--- config.mk ---
export PLATFORM = sky130hd
export DESIGN_NAME = pipe_stage_elastic
export DESIGN_NICKNAME = d
export VERILOG_FILES = /design/src/rtl/pipe_pkg.sv /design/src/rtl/pipe_sat_counter.sv /design/src/rtl/pipe_stage_elastic.sv
export SDC_FILE = /design/constraint.sdc
export NUM_CORES = 1
export LEC_CHECK = 0
export CAP_MARGIN = 20
export CORE_ASPECT_RATIO = 0.6
export CORE_MARGIN = 4
export CORE_UTILIZATION = 50
export CTS_CLUSTER_SIZE = 20
export DETAILED_ROUTE_END_ITERATION = 10
export GPL_ROUTABILITY_DRIVEN = 0
export GPL_TIMING_DRIVEN = 0
export PLACE_DENSITY = 0.81
export SETUP_SLACK_MARGIN = 0.2
export SYNTH_ARGS = -nofsm -noshare
export SYNTH_HDL_FRONTEND = slang
export SYNTH_SLANG_ARGS = --single-unit
--- constraint.sdc ---
create_clock -name clk -period 1.6 [get_ports clk]
set_input_delay 0.24 -clock clk [delete_from_list [all_inputs] [get_ports clk]]
set_output_delay 0.24 -clock clk [all_outputs]
set_load 0.01 [all_outputs]
--- src/rtl/pipe_pkg.sv ---
// Shared types and constants for the elastic pipeline stage: state encoding,
// default payload geometry and the channel index map of the MIPS stage payload.
package pipe_pkg;

  typedef enum logic [1:0] {
    EMPTY = 2'd0,
    FULL  = 2'd1,
    SKID  = 2'd2
  } stage_state_t;

  localparam int DEF_WIDTH = 32;
  localparam int DEF_NCH   = 5;

  // Channel k lives at payload bits [k*WIDTH +: WIDTH].
  localparam int CH_ALU   = 0;
  localparam int CH_DATA2 = 1;
  localparam int CH_IR    = 2;
  localparam int CH_PC    = 3;
  localparam int CH_PC4   = 4;

endpackage

--- src/rtl/pipe_sat_counter.sv ---
// Saturating up-counter used for the stage's stall/bubble statistics.
// Cleared only by reset; holds at all-ones once reached.
module pipe_sat_counter #(
  parameter int CNT_W = 32
) (
  input  logic             clk,
  input  logic             reset,
  input  logic             inc,
  output logic [CNT_W-1:0] cnt
);

  always_ff @(posedge clk) begin
    if (reset) begin
      cnt <= '0;
    end else if (inc && (cnt != {CNT_W{1'b1}})) begin
      cnt <= cnt + CNT_W'(1);
    end
  end

endmodule

--- src/rtl/pipe_stage_elastic.sv ---
// Elastic pipeline stage: main register plus one-entry skid buffer, valid/ready
// handshake with registered in_ready, synchronous flush. Macro PIPE_STAGE_PERF_EN adds stall/bubble counters.
//
// state | meaning
// EMPTY | no live beat; main holds zero
// FULL  | main holds the live output beat
// SKID  | main holds the output beat, skid holds the next one; upstream stalled
module pipe_stage_elastic
  import pipe_pkg::*;
#(
  parameter int WIDTH = DEF_WIDTH,
  parameter int NCH   = DEF_NCH
`ifdef PIPE_STAGE_PERF_EN
  , parameter int CNT_W = 32
`endif
) (
  input  logic                 clk,
  input  logic                 reset,
  input  logic                 flush,
  input  logic                 in_valid,
  output logic                 in_ready,
  input  logic [NCH*WIDTH-1:0] in_data,
  output logic                 out_valid,
  input  logic                 out_ready,
  output logic [NCH*WIDTH-1:0] out_data
`ifdef PIPE_STAGE_PERF_EN
  ,
  output logic [CNT_W-1:0]     stall_cnt,
  output logic [CNT_W-1:0]     bubble_cnt
`endif
);

  localparam int PW = NCH * WIDTH;

  stage_state_t state, state_nxt;
  logic [PW-1:0] main_q, skid_q;
  logic accept, drain;
  logic load_in, load_skid, promote, clear_main;

  // in_ready is decoded from state only, so out_ready never reaches it combinationally.
  assign out_valid = (state != EMPTY);
  assign in_ready  = (state != SKID);
  assign out_data  = main_q;
  assign accept    = in_valid & in_ready;
  assign drain     = out_valid & out_ready;

  always_comb begin
    state_nxt  = state;
    load_in    = 1'b0;
    load_skid  = 1'b0;
    promote    = 1'b0;
    clear_main = 1'b0;
    case (state)
      EMPTY: begin
        if (accept) begin
          load_in   = 1'b1;
          state_nxt = FULL;
        end
      end
      FULL: begin
        if (accept && drain) begin
          load_in = 1'b1;
        end else if (accept) begin
          load_skid = 1'b1;
          state_nxt = SKID;
        end else if (drain) begin
          clear_main = 1'b1;
          state_nxt  = EMPTY;
        end
      end
      SKID: begin
        if (drain) begin
          promote   = 1'b1;
          state_nxt = FULL;
        end
      end
      default: state_nxt = EMPTY;
    endcase
  end

  // Emptied slots are zeroed so a drained or flushed stage presents IR = 0 (nop).
  always_ff @(posedge clk) begin
    if (reset || flush) begin
      state  <= EMPTY;
      main_q <= '0;
      skid_q <= '0;
    end else begin
      state <= state_nxt;
      if (load_in) begin
        main_q <= in_data;
      end else if (promote) begin
        main_q <= skid_q;
      end else if (clear_main) begin
        main_q <= '0;
      end
      if (load_skid) begin
        skid_q <= in_data;
      end
    end
  end

`ifdef PIPE_STAGE_PERF_EN
  pipe_sat_counter #(.CNT_W(CNT_W)) u_stall_cnt (
    .clk   (clk),
    .reset (reset),
    .inc   (out_valid & ~out_ready),
    .cnt   (stall_cnt)
  );

  pipe_sat_counter #(.CNT_W(CNT_W)) u_bubble_cnt (
    .clk   (clk),
    .reset (reset),
    .inc   (~out_valid),
    .cnt   (bubble_cnt)
  );
`endif

endmodule

# Yosys cells after proc, flatten, opt, wreduce, memory -nomap -nowiden
# Cells that the tools add are included.
# Widths: inputs -> output; s select.
word_totals:
  inputBits: 165
  ram_bits: 0
  mem_count: 0
  rom_bits: 0
  elab_cells: 37
  latch_bits: 0
  output_inout_bits: 162
  reg_bits: 322
classes:
  eq_ne: 7
  mux: 19
  multipliers: 0
  div: 0
  n_bitwise: 2
  shift: 0
  add_sub_neg: 0
  n_reduce_logical: 6
  magnitude_cmp: 0
op_table:
  columns: ["cell", "count"]
  rows:
  - ["$mux 160", 3]
  - ["$mux 2", 5]
  - ["$mux 1", 9]
  - ["$ne 2x2->1 const B", 4]
  - ["$pmux 2 s3", 1]
  - ["$reduce_and 4->1", 1]
  - ["$ne 3x3->1 const B", 1]
  - ["$reduce_bool 3->1", 1]
  - ["$and 1x1->1", 2]
  - ["$eq 2x1->1 const B", 1]
  - ["$eq 2x2->1 const B", 1]
  - ["$logic_not 2->1", 1]
  - ["$pmux 1 s2", 1]
  - ["$reduce_bool 2->1", 1]
  - ["$logic_and 1x1->1", 1]
  - ["$logic_or 1x1->1", 1]

# Depth between registers and ports, before layout
depth:
  ltp_word: 9
  ltp_mapped: 7
  mapped_depth_nobuf: 3

# Worst setup path after synthesis
# Ideal clock, no wire load.
synth_path:
  path_type: "reg-to-reg"
  start: "reg state[0]"
  end: "reg main_q[100] (netlist: out_data[100])"
  required_ns: 1.514
  path_buffers: 3
  period_less_slack_ns: 1.480
  slack_ns: 0.120
  setup_time_ns: 0.086
  stages_incl_launch_ff: 7
  arrival_ns: 1.393
  path_cell_list: "dfxtp_1 nand3b_2 o21a_1 buf_2 buf_6 buf_6 a221oi_2"
synth_via:
  elab_chain_len: 7
  word_cells_on_any_way: 19
  classes_between: "3 x eq/ne; 10 x mux; 2 x bitwise; 4 x reduce/logical"
synth_lines:
  columns: ["element", "line", "text"]
  rows:
  - ["from (decl)", "pipe_stage_elastic.sv:35", "stage_state_t state, state_nxt;"]
  - ["from (signal assigned)", "pipe_stage_elastic.sv:88", "state <= state_nxt;"]
  - ["$reduce_bool 2->1", "pipe_stage_elastic.sv:41", "assign out_valid = (state != EMPTY);"]
  - ["$and 1x1->1", "pipe_stage_elastic.sv:45", "assign drain = out_valid & out_ready;"]
  - ["$mux 1", "pipe_stage_elastic.sv:66, pipe_stage_elastic.sv:72", null]
  - ["$mux 1", "pipe_stage_elastic.sv:63", "end else if (accept) begin"]
  - ["$mux 1", "pipe_stage_elastic.sv:61", "if (accept && drain) begin"]
  - ["$mux 1", "pipe_stage_elastic.sv:53", "case (state)"]
  - ["$reduce_bool 3->1 (no line)", null, null]
  - ["to (signal assigned)", "pipe_stage_elastic.sv:90", "main_q <= in_data;"]
  - ["to (signal assigned)", "pipe_stage_elastic.sv:92", "main_q <= skid_q;"]
  - ["to (decl)", "pipe_stage_elastic.sv:36", "logic [PW-1:0] main_q, skid_q;"]
# Several ways; a longest one is shown, not always the timed one.
# A chain may end at the register's enable or synchronous reset.

# Final worst setup path
layout_path:
  start: "reg state[0]"
  end: "reg main_q[93] (netlist: out_data[93])"
# Same word-level chain as after synthesis.

==> results by group <==
Hold path
  • Hold Crit Depth: 3
  • Hold WC Path Type: primary input to register
  • Worst Hold Launch: in_data[43]
  • Hold endpoint: skid_q[43]

Global routing
  • Largest net degree at the start of global routing: 16
  • First-pass GRT wire length: 67500 µm
  • Vias in the first global route: 12554
  • Total grt overflow: 0
  • Antenna violations before repair: 7
  • GRT Resource Usage Total: 28.5%

Timing
  • Worst Max-Slew Pin Slew: 0.777 ns
  • Hold slack: 0.264 ns
  • Final worst path period need: 1.64 ns
  • Slew headroom: 48.2%
  • Fin crit share: 102%
  • Clock Skews: 0.00871 ns
  • RSZ-0062 raised after global routing: true
  • PnR worst setup slack: -0.0356 ns
  • Setup violators final: 11
  • Fmax achieved: 611 MHz
  • Final slew viol count: 0
  • Final hold viol count: 0

Die
  • # IOs: 327
  • Core area: 0.0257 mm²
  • Die outline width: 218 µm
  • Die height: 134 µm
  • Initial Util: 51.6%
  • Full die area: 0.0293 mm²
  • Row count: 45

Routing
  • Routed WL per cell: 20.3 µm
  • Via-per-instance ratio: 5.80
  • DRT antenna net count: 0
  • Vias post-DR: 13662
  • Total wire length: 47800 µm
  • # DRC: 0
  • Drt pass-1 iters: 6
  • Drt initial violations: 1442

Worst setup path
  • Worst r2r src: state[0]
  • WP data required: 2.06 ns
  • Worst r2r dst: out_data[93]
  • CP Class: register to register
  • CP delay by family, top: compound AO/OA/AOI/OAI gates
  • Crit path largest cell delay: 0.37 ns
  • Buffers plus inverters on the worst setup path: 3
  • CP max-delay cell: dfxtp_4
  • Reg-to-reg slack, setup: -0.04 ns
  • Critical path data arrival time: 2.10 ns
  • Critical-path cell list: mux2i_4, o21a_1, buf_6, buf_12, buf_6, a221oi_2
  • R2R depth: 6
  • Worst path depth: 6
  • Cell mode on critical path: buf_6
  • Worst setup EP type: register
  • Startpoint types: register
  • CP max FO: 10

Logic synthesis
  • #FFs+latches synth: 322
  • Synth Area per Inst: 8.28 µm²
  • Synth Cell Area: 0.0132 mm²
  • Yosys Warn Count: 0
  • Syn_nets: 1766
  • Largest area contributor in the netlist: dfxtp_1
  • Ranking of synthesized cells by area: dfxtp_1 49%, nand2_1 14%, a221oi_2 11%
  • Post-synthesis cell type count: 21
  • Post-synthesis sequential area ratio: 48.7%
  • Cells after Synth: 1601
  • Area fraction of the dominant cell type after synthesis: 48.7%

Clock tree
  • Worst-path clk slew: 0.07 ns
  • Buffers from clock root to sink, at most: 3
  • TritonCTS Sinks: 322
  • # H-tree levels: 1
  • Hold Buf Count CTS: 0
  • TritonCTS clock tree: yes
  • Clock root buffer: clkbuf_16
  • Clk Latency, worst-skew pair: 0.56 ns
  • Cts bufs inserted: 29

Placement
  • Port-buffer cells: 326
  • Hpwl dp: 31900 µm
  • Dpl cells: 2279

Pwr
  • P per Cell Area: 916 mW/mm²
  • Worst vdd ir: 707 µV
  • Pleak: 7.55 nW

Layout
  • Final std cells w/o fill: 2357
  • Share of layout cells above drive strength 1: 23.0%
  • Final #Nets: 2149
  • Area grow syn2layout: 47.9%
  • Util after Layout: 76.3%

Outcome
  • Run status: finished, violations left
  • Violated checks: setup timing

Job
  • Max-cap violations: 0
==> area by class of cell <==
type | instances | area [µm²]
diodes | 5 | 12.5
multi-input cells | 975 | 6520
well taps | 352 | 440
repair buffers | 352 | 3440
clock inverters | 8 | 115
inverters | 162 | 608
clock buffers | 39 | 813
plain buffers | 142 | 1190
fillers | 1756 | 6080
flip-flops and latches | 322 | 6450
==> worst reg2reg max path, stage by stage (launching register included) <==
cell	delay (ns)
dfxtp_4	0.37
mux2i_4	0.20
o21a_1	0.20
buf_6	0.14
buf_12	0.16
buf_6	0.18
a221oi_2	0.30
==> logic make-up after synthesis <==
family          share of synthesized area (%)
compound gates                           27.6
simple gates                             14.1
mux                                    0.0756
flops                                    48.7
buf+inv                                  9.54
==> metrics by stage <==
step	power [mW]	setup TNS, ns	setup WS (ns)	area (µm²)
floorplan	9.55	0	0.199	13300
global placement	10.7	-250.54	-0.960	17000
detailed placement	10.7	-269.31	-1.05	17000
CTS	17.6	-3.60	-0.0612	18000
global route	18.5	-2.40	-0.0686	19600
finish	18.0	-0.130	-0.0356	19600
==> layer usage <==
layer | up-vias | track usage, % | part of all wire, %
li1 | 6202 | - | -
met1 | 6634 | 40.2 | 43
met2 | 702 | 44.0 | 45
met3 | 120 | 6.77 | 8.9
met4 | 4 | 8.00 | 3.3
met5 | - | 0 | 0.048
==> worst max-delay path by stage <==
| stage | startpoint | endpoint | slack (ns) |
|---|---|---|---|
| after floorplan | state[0] | out_data[100] | 0.20 |
| after global placement | out_ready | out_data[34] | -0.96 |
| after detailed placement | out_ready | out_data[93] | -1.05 |
| after CTS | state[0] | out_data[73] | -0.06 |
| after global routing | state[0] | out_data[58] | -0.07 |
| final | state[0] | out_data[93] | -0.04 |
==> placed cells by master, fill, tap and decap left out, types with 27 or more instances in the layout <==
cell,Yosys,final
nand2_1,481,435
dfxtp_1,322,320
clkdlybuf4s50_1,0,164
inv_1,162,162
o21ai_0,160,160
dlygate4sd2_1,0,160
a221oi_2,100,143
a21oi_1,160,93
a21oi_2,0,67
clkbuf_2,0,51
nand2_4,0,38
clkbuf_16,0,38
buf_4,0,28
clkbuf_1,99,27
==> flip-flops by register name (all words and copies together), names as in the netlist <==
name and cells:
out_data 160, skid_q 160, state 2
==> report_power, final <==
| part | internal [mW] | switching (mW) |
|---|---|---|
| logic | 1.10 | 1.45 |
| clock network | 4.00 | 3.07 |
| registers | 8.22 | 0.121 |
==> synthesized netlist by cell type (all sizes together) <==
| cell type | number |
|---|---|
| a221oi | 160 |
| o211ai | 1 |
| mux2i | 1 |
| nor2 | 3 |
| a31oi | 1 |
| buf | 43 |
| or4 | 1 |
| or2 | 1 |
| clkbuf | 99 |
| and4bb | 1 |
| nand4bb | 1 |
| inv | 162 |
| nand2 | 481 |
| a21oi | 160 |
| o21ai | 160 |
| dfxtp | 322 |
| nand3b | 1 |
| o21a | 2 |
| nand2b | 1 |
==> repair_timing <==
action / CTS / global route
gates cloned: 0 / 9
endpoints found under the setup margin: 484 / 483
pin swaps: 9 / 105
buffers inserted: 2 / 15
resized for setup: 297 / 353
Note: power is estimated with default switching activity, not from simulation.
